==> config.mk <==
export PLATFORM = sky130hd
export DESIGN_NAME = seq_detector_param
export DESIGN_NICKNAME = d
export VERILOG_FILES = /design/src/rtl/seq_det_pkg.sv /design/src/rtl/seq_detector_param_sat_counter.sv /design/src/rtl/seq_detector_param.sv
export SDC_FILE = /design/constraint.sdc
export NUM_CORES = 1
export LEC_CHECK = 0
export BUFFER_PORTS_ARGS = -buffer_cell sky130_fd_sc_hd__buf_2
export CORE_AREA = 2 2 39 41
export DETAILED_ROUTE_END_ITERATION = 7
export DIE_AREA = 0 0 41 43
export PLACE_DENSITY = 0.82
export SYNTH_ARGS = -nofsm -noshare
export SYNTH_HDL_FRONTEND = slang
export SYNTH_SLANG_ARGS = --single-unit
==> constraint.sdc <==
create_clock -name i_clk -period 4.7 [get_ports i_clk]
set_input_delay 0.47 -clock i_clk [delete_from_list [all_inputs] [get_ports i_clk]]
set_output_delay 0.47 -clock i_clk [all_outputs]
set_load 0.02 [all_outputs]
==> src/rtl/seq_det_pkg.sv <==
// Shared constants and elaboration-time helpers for the parametrised serial
// sequence detector.
//   SEQ_LEN_DEF / SEQ_DEF / CNT_W_DEF : default pattern length, pattern, counter width
//   next_state(seq, len, s, b)        : KMP transition from s matched bits on input b
//   fallback(seq, len)                : state to resume from after a full overlapping match
// Patterns are passed right-aligned in 16 bits; seq[len-1] is the first bit received.
package seq_det_pkg;

  localparam int unsigned   SEQ_LEN_DEF = 4;
  localparam logic [3:0]    SEQ_DEF     = 4'b1011;
  localparam int unsigned   CNT_W_DEF   = 8;

  // Longest prefix of the pattern that is a suffix of (first s pattern bits, b).
  // Candidates are capped at len-1; a full match is handled by the caller.
  function automatic int unsigned next_state(input logic [15:0] seq,
                                             input int unsigned len,
                                             input int unsigned s,
                                             input logic b);
    logic [16:0] t;
    int unsigned res;
    logic        ok;
    t   = '0;
    res = 0;
    if (s < len) begin
      for (int unsigned j = 0; j < s; j++) t[j] = seq[len-1-j];
      t[s] = b;
      // Ascending search: the last candidate that fits is the longest.
      for (int unsigned k = 1; (k <= s + 1) && (k < len); k++) begin
        ok = 1'b1;
        for (int unsigned j = 0; j < k; j++) begin
          if (seq[len-1-j] != t[s+1-k+j]) ok = 1'b0;
        end
        if (ok) res = k;
      end
    end
    return res;
  endfunction

  // Longest proper prefix of the pattern that is also a suffix of it.
  function automatic int unsigned fallback(input logic [15:0] seq,
                                           input int unsigned len);
    int unsigned res;
    logic        ok;
    res = 0;
    for (int unsigned k = 1; k < len; k++) begin
      ok = 1'b1;
      for (int unsigned j = 0; j < k; j++) begin
        if (seq[len-1-j] != seq[k-1-j]) ok = 1'b0;
      end
      if (ok) res = k;
    end
    return res;
  endfunction

endpackage

==> src/rtl/seq_detector_param_sat_counter.sv <==
// Saturating up-counter with synchronous clear.
//   clk, rst : clock (rising) and asynchronous active-high reset
//   inc      : count one event this cycle (ignored once saturated)
//   clr      : synchronous clear, wins over inc
//   count    : current count
//   sat      : registered flag, high exactly when count is all-ones
module sat_counter #(
  parameter int unsigned W = 8
) (
  input  logic         clk,
  input  logic         rst,
  input  logic         inc,
  input  logic         clr,
  output logic [W-1:0] count,
  output logic         sat
);

  logic [W-1:0] count_q, count_d;
  logic         sat_q;

  always_comb begin
    count_d = count_q;
    if (clr) begin
      count_d = '0;
    end else if (inc && !(&count_q)) begin
      count_d = count_q + 1'b1;
    end
  end

  always_ff @(posedge clk or posedge rst) begin
    if (rst) begin
      count_q <= '0;
      sat_q   <= 1'b0;
    end else begin
      count_q <= count_d;
      sat_q   <= &count_d;
    end
  end

  assign count = count_q;
  assign sat   = sat_q;

endmodule

==> src/rtl/seq_detector_param.sv <==
// Parametrised Mealy serial sequence detector with saturating match counter.
//   i_clk, i_reset : clock (rising) and asynchronous active-high reset
//   i_en           : bit-valid qualifier for i_x
//   i_x            : serial data bit
//   i_overlap      : 1 = overlapping detection, 0 = restart after each match
//   i_clr          : synchronous clear of match counter and saturation flag
//   o_seq_detected : combinational match flag, valid with the final pattern bit
//   o_match_count  : matches since reset/clear (saturating)
//   o_count_sat    : high when o_match_count is all-ones
module seq_detector_param
  import seq_det_pkg::*;
#(
  parameter int unsigned         SEQ_LEN = SEQ_LEN_DEF,
  parameter logic [SEQ_LEN-1:0]  SEQ     = SEQ_DEF,
  parameter int unsigned         CNT_W   = CNT_W_DEF
) (
  input  logic             i_clk,
  input  logic             i_reset,
  input  logic             i_en,
  input  logic             i_x,
  input  logic             i_overlap,
  input  logic             i_clr,
  output logic             o_seq_detected,
  output logic [CNT_W-1:0] o_match_count,
  output logic             o_count_sat
);

  localparam int unsigned SW    = $clog2(SEQ_LEN);
  localparam int unsigned TBL_N = 2 ** (SW + 1);
  localparam logic [15:0] SEQ_P = 16'(SEQ);
  localparam logic [SW-1:0] LAST = SW'(SEQ_LEN - 1);
  localparam logic [SW-1:0] FB   = SW'(fallback(SEQ_P, SEQ_LEN));

  logic [SW-1:0] state_q, state_d;
  logic          match;

  // Transition table indexed by {state, bit}; every entry is an elaboration
  // constant. Unreachable states (>= SEQ_LEN) map to 0.
  logic [SW-1:0] ns_tbl [TBL_N];

  for (genvar gi = 0; gi < TBL_N; gi++) begin : g_tbl
    localparam int unsigned S  = gi / 2;
    localparam logic        B  = (gi % 2) != 0;
    localparam int unsigned NS = next_state(SEQ_P, SEQ_LEN, S, B);
    assign ns_tbl[gi] = SW'(NS);
  end

  // State register
  always_ff @(posedge i_clk or posedge i_reset) begin
    if (i_reset) state_q <= '0;
    else         state_q <= state_d;
  end

  // Next state: explicit i_en gating keeps an unknown i_x out of the state.
  always_comb begin
    state_d = state_q;
    if (i_en) begin
      if (match) state_d = i_overlap ? FB : '0;
      else       state_d = ns_tbl[{state_q, i_x}];
    end
  end

  // Mealy output
  always_comb begin
    match = i_en & ~i_reset & (state_q == LAST) & (i_x == SEQ[0]);
  end

  assign o_seq_detected = match;

  sat_counter #(
    .W (CNT_W)
  ) u_match_cnt (
    .clk   (i_clk),
    .rst   (i_reset),
    .inc   (match),
    .clr   (i_clr),
    .count (o_match_count),
    .sat   (o_count_sat)
  );

endmodule

==> flow_summary.ini <==
[timing]
fin_setup_tns_ps = 0
setup_viol = 0
maxSlewHeadroom_pct = 70.9
postLayoutSetupSlackWorst_ps = 2770
fmax_ghz = 0.519
min_period_ps = 1930
fin_crit_sh_pct = 41.0
finClkSkew_ps = 9.02
slew_viol_final = 0
worst_pin_slew_ps = 434
rsz0062_at_grt = no
hold_viol_final = 0

[cts]
clkTransAtPathRegs_ps = 70
cts_tree = built
post_cts_buffers = 0
htreeDepth = 1
postCtsHoldBufs = 0
clkSinkCount = 11
numCtsBuffers = 3
clock_latency_ps = 270
cts_root_buf = clkbuf_4
cts_buffer_depth = 2
cts_resized = 0

[status]
outcome = finished, final reports clean

[power_and_ir_drop]
power.density_mw_per_mm2 = 234
p_total_w = 0.000181
peakVddDrop_mv = 0.131
switching_share_pct = 24.7
p_int_w = 0.000136
p_seq_share_pct = 56.0
leakagePower_nw = 0.380
combPwrFrac_pct = 8.8
p_clk_share_pct = 35.2
p_sw_w = 0.0000447

[synth]
ys_ff_latch = 11
synth_cells = 70
synthArstFlopShare_pct = 100
syn_nets = 78
synth.distinct_cells = 32
ys.flop_type = dfrtp_1
synth.cell_area_um2 = 656
ys_seq_area_share_pct = 42.0
synth_edf_count = 0
synth.avg_cell_area_um2 = 9.37
yosysWarnings = 0

[worst_setup_path]
crit_arrival_ps = 2090
critPathSlowestCell = dfrtp_1
critical_path.max_stage_delay_ps = 440
critical_path_class = reg -> reg
r2r-start = u_match_cnt.count[0]
cp_max_fo = 6
r2r_slack_ps = 2770
worstRegToRegCells = 6
startpoint_type = flop
path_cells = ha_1 > and3_4 > nand2_1 > and3_1 > or3_1 > nor4_1
worstSetupStartpoint = u_match_cnt.count[0]
critPathCaptureType = flop
r2r-end = u_match_cnt.sat
required_ps = 4870

[floorplanning]
num_io_pins = 16
start_util_pct = 47.4
die_h_um = 43
core_mm2 = 0.00138
num_rows = 14
die-area_mm2 = 0.00176
chipWidth_um = 41

[min_path]
hp-class = in -> async

[routing]
first_iter_violations = 29
drc = 0
ant_nets = 0
first_pass_iters = 4
via_count = 624
vias_per_cell = 6.00
wl_per_cell_um = 13.7
wl_um = 1420

[global_route]
grt_usage_pct = 20.0
grt_pass1_vias = 544
antenna_found_initial = 0
overflow = 0
grt_busiest_layer = met2
grt_max_degree = 12
grt_use_met3_pct = 5.24
met2_usage_pct = 28.4
grt_util_met1_pct = 25.4
grt_pass1_wl_um = 2280

[placement]
place_inst = 100
routabilityCongestion = 0.817
portBuffers = 15
dp_hpwl_um = 1090
post-place-ws_ps = 2820

[layout]
syn_to_final_growth_pct = 17.9
final_nets = 97
instances_no_fill = 104
final_util_pct = 55.9
layout-drive-gt1-share_pct = 25.0
diodes = 0

[flow_run]
maxCapViolCount = 0
power groups by stage:
stage,registers [W],logic [W],clock network [W]
final,0.000101,0.0000159,0.0000637
after global routing,0.000102,0.0000186,0.0000712
after CTS,0.000102,0.0000162,0.0000660
after detailed placement,0.000103,0.0000162,0
after global placement,0.000103,0.0000155,0
after floorplan,0.000103,0.0000102,0
layer usage:
metal  vias up  routed length (um)
met5         -                   0
met4         0                  44
met3         5                 132
met2        30                 655
met1       287                 591
li1        302                   -
metrics by stage:
stage	hold WS (ps)	instance area [um^2]
after floorplan	322	656
final	187	773
after CTS	209	773
after detailed placement	507	747
after global routing	238	773
after global placement	485	747
worst max-delay path: cells and delay by family, from the launching register on:
kind	cells	cell delay, ps
and+or+nand+nor	5	1110
DFF	1	440
adders and majority gates	1	280
state kept, by name (all words and copies together), names as in the netlist:
| name | flops |
|---|---|
| state_q | 2 |
| u_match_cnt.sat | 1 |
| u_match_cnt.count | 8 |
layout by cell type, fill, tap and decap left out, types with 2 or more instances in the layout:
cell,count
buf_2,15
a211oi_1,2
inv_1,4
nor2_1,5
and3b_1,2
nand2b_1,2
dfrtp_1,11
nor3_1,2
nand2_1,8
nand4_1,2
a31oi_1,2
mux2i_1,2
ha_1,2
nor4_1,3
clkbuf_4,3
nand3_1,2
o21ai_0,4
synthesized netlist by cell type, types with 2 or more instances:
library cell  count  area share, %
nand4_1           2            1.9
nand3_1           2            1.5
nand2_1           8            4.6
inv_1             4            2.3
nor4_1            3            2.9
nor2_1            5            2.9
and3b_1           2            2.7
nand2b_1          2            1.9
a211oi_1          2            2.3
mux2i_1           2            3.1
ha_1              2            3.8
nor3_1            2            1.5
a31oi_1           2            1.9
o21ai_0           4            3.1
dfrtp_1          11             42
cell type report:
type / instances / area, um^2
inverter: 4 / 15.0
fill: 125 / 611
timing repair buffer: 15 / 75.1
clock buffer: 4 / 26.3
tap: 16 / 20.0
sequential: 11 / 275
multi-input combinational: 54 / 362
logic make-up (layout without fill, tap and decap cells):
logic type | after synthesis | count (layout) | share of synthesized area [%]
simple gates | 34 | 34 | 31.5
compound gates | 15 | 15 | 15.5
flops | 11 | 11 | 42.0
buf+inv | 5 | 23 | 2.86
fa+ha+maj | 2 | 2 | 3.82
mux | 2 | 2 | 3.05
xor+xnor | 1 | 1 | 1.34
how the worst max path moves through the flow:
stage | to | slack, ps | depth (start not counted)
3_5_place_dp | u_match_cnt.sat | 2820 | 6
3_3_place_gp | u_match_cnt.sat | 2840 | 6
6_report | u_match_cnt.sat | 2770 | 6
2_1_floorplan | u_match_cnt.sat | 2830 | 6
4_1_cts | u_match_cnt.sat | 2770 | 6
5_1_grt | u_match_cnt.sat | 2700 | 6
No activity file was read; power rests on OpenSTA's default activity.
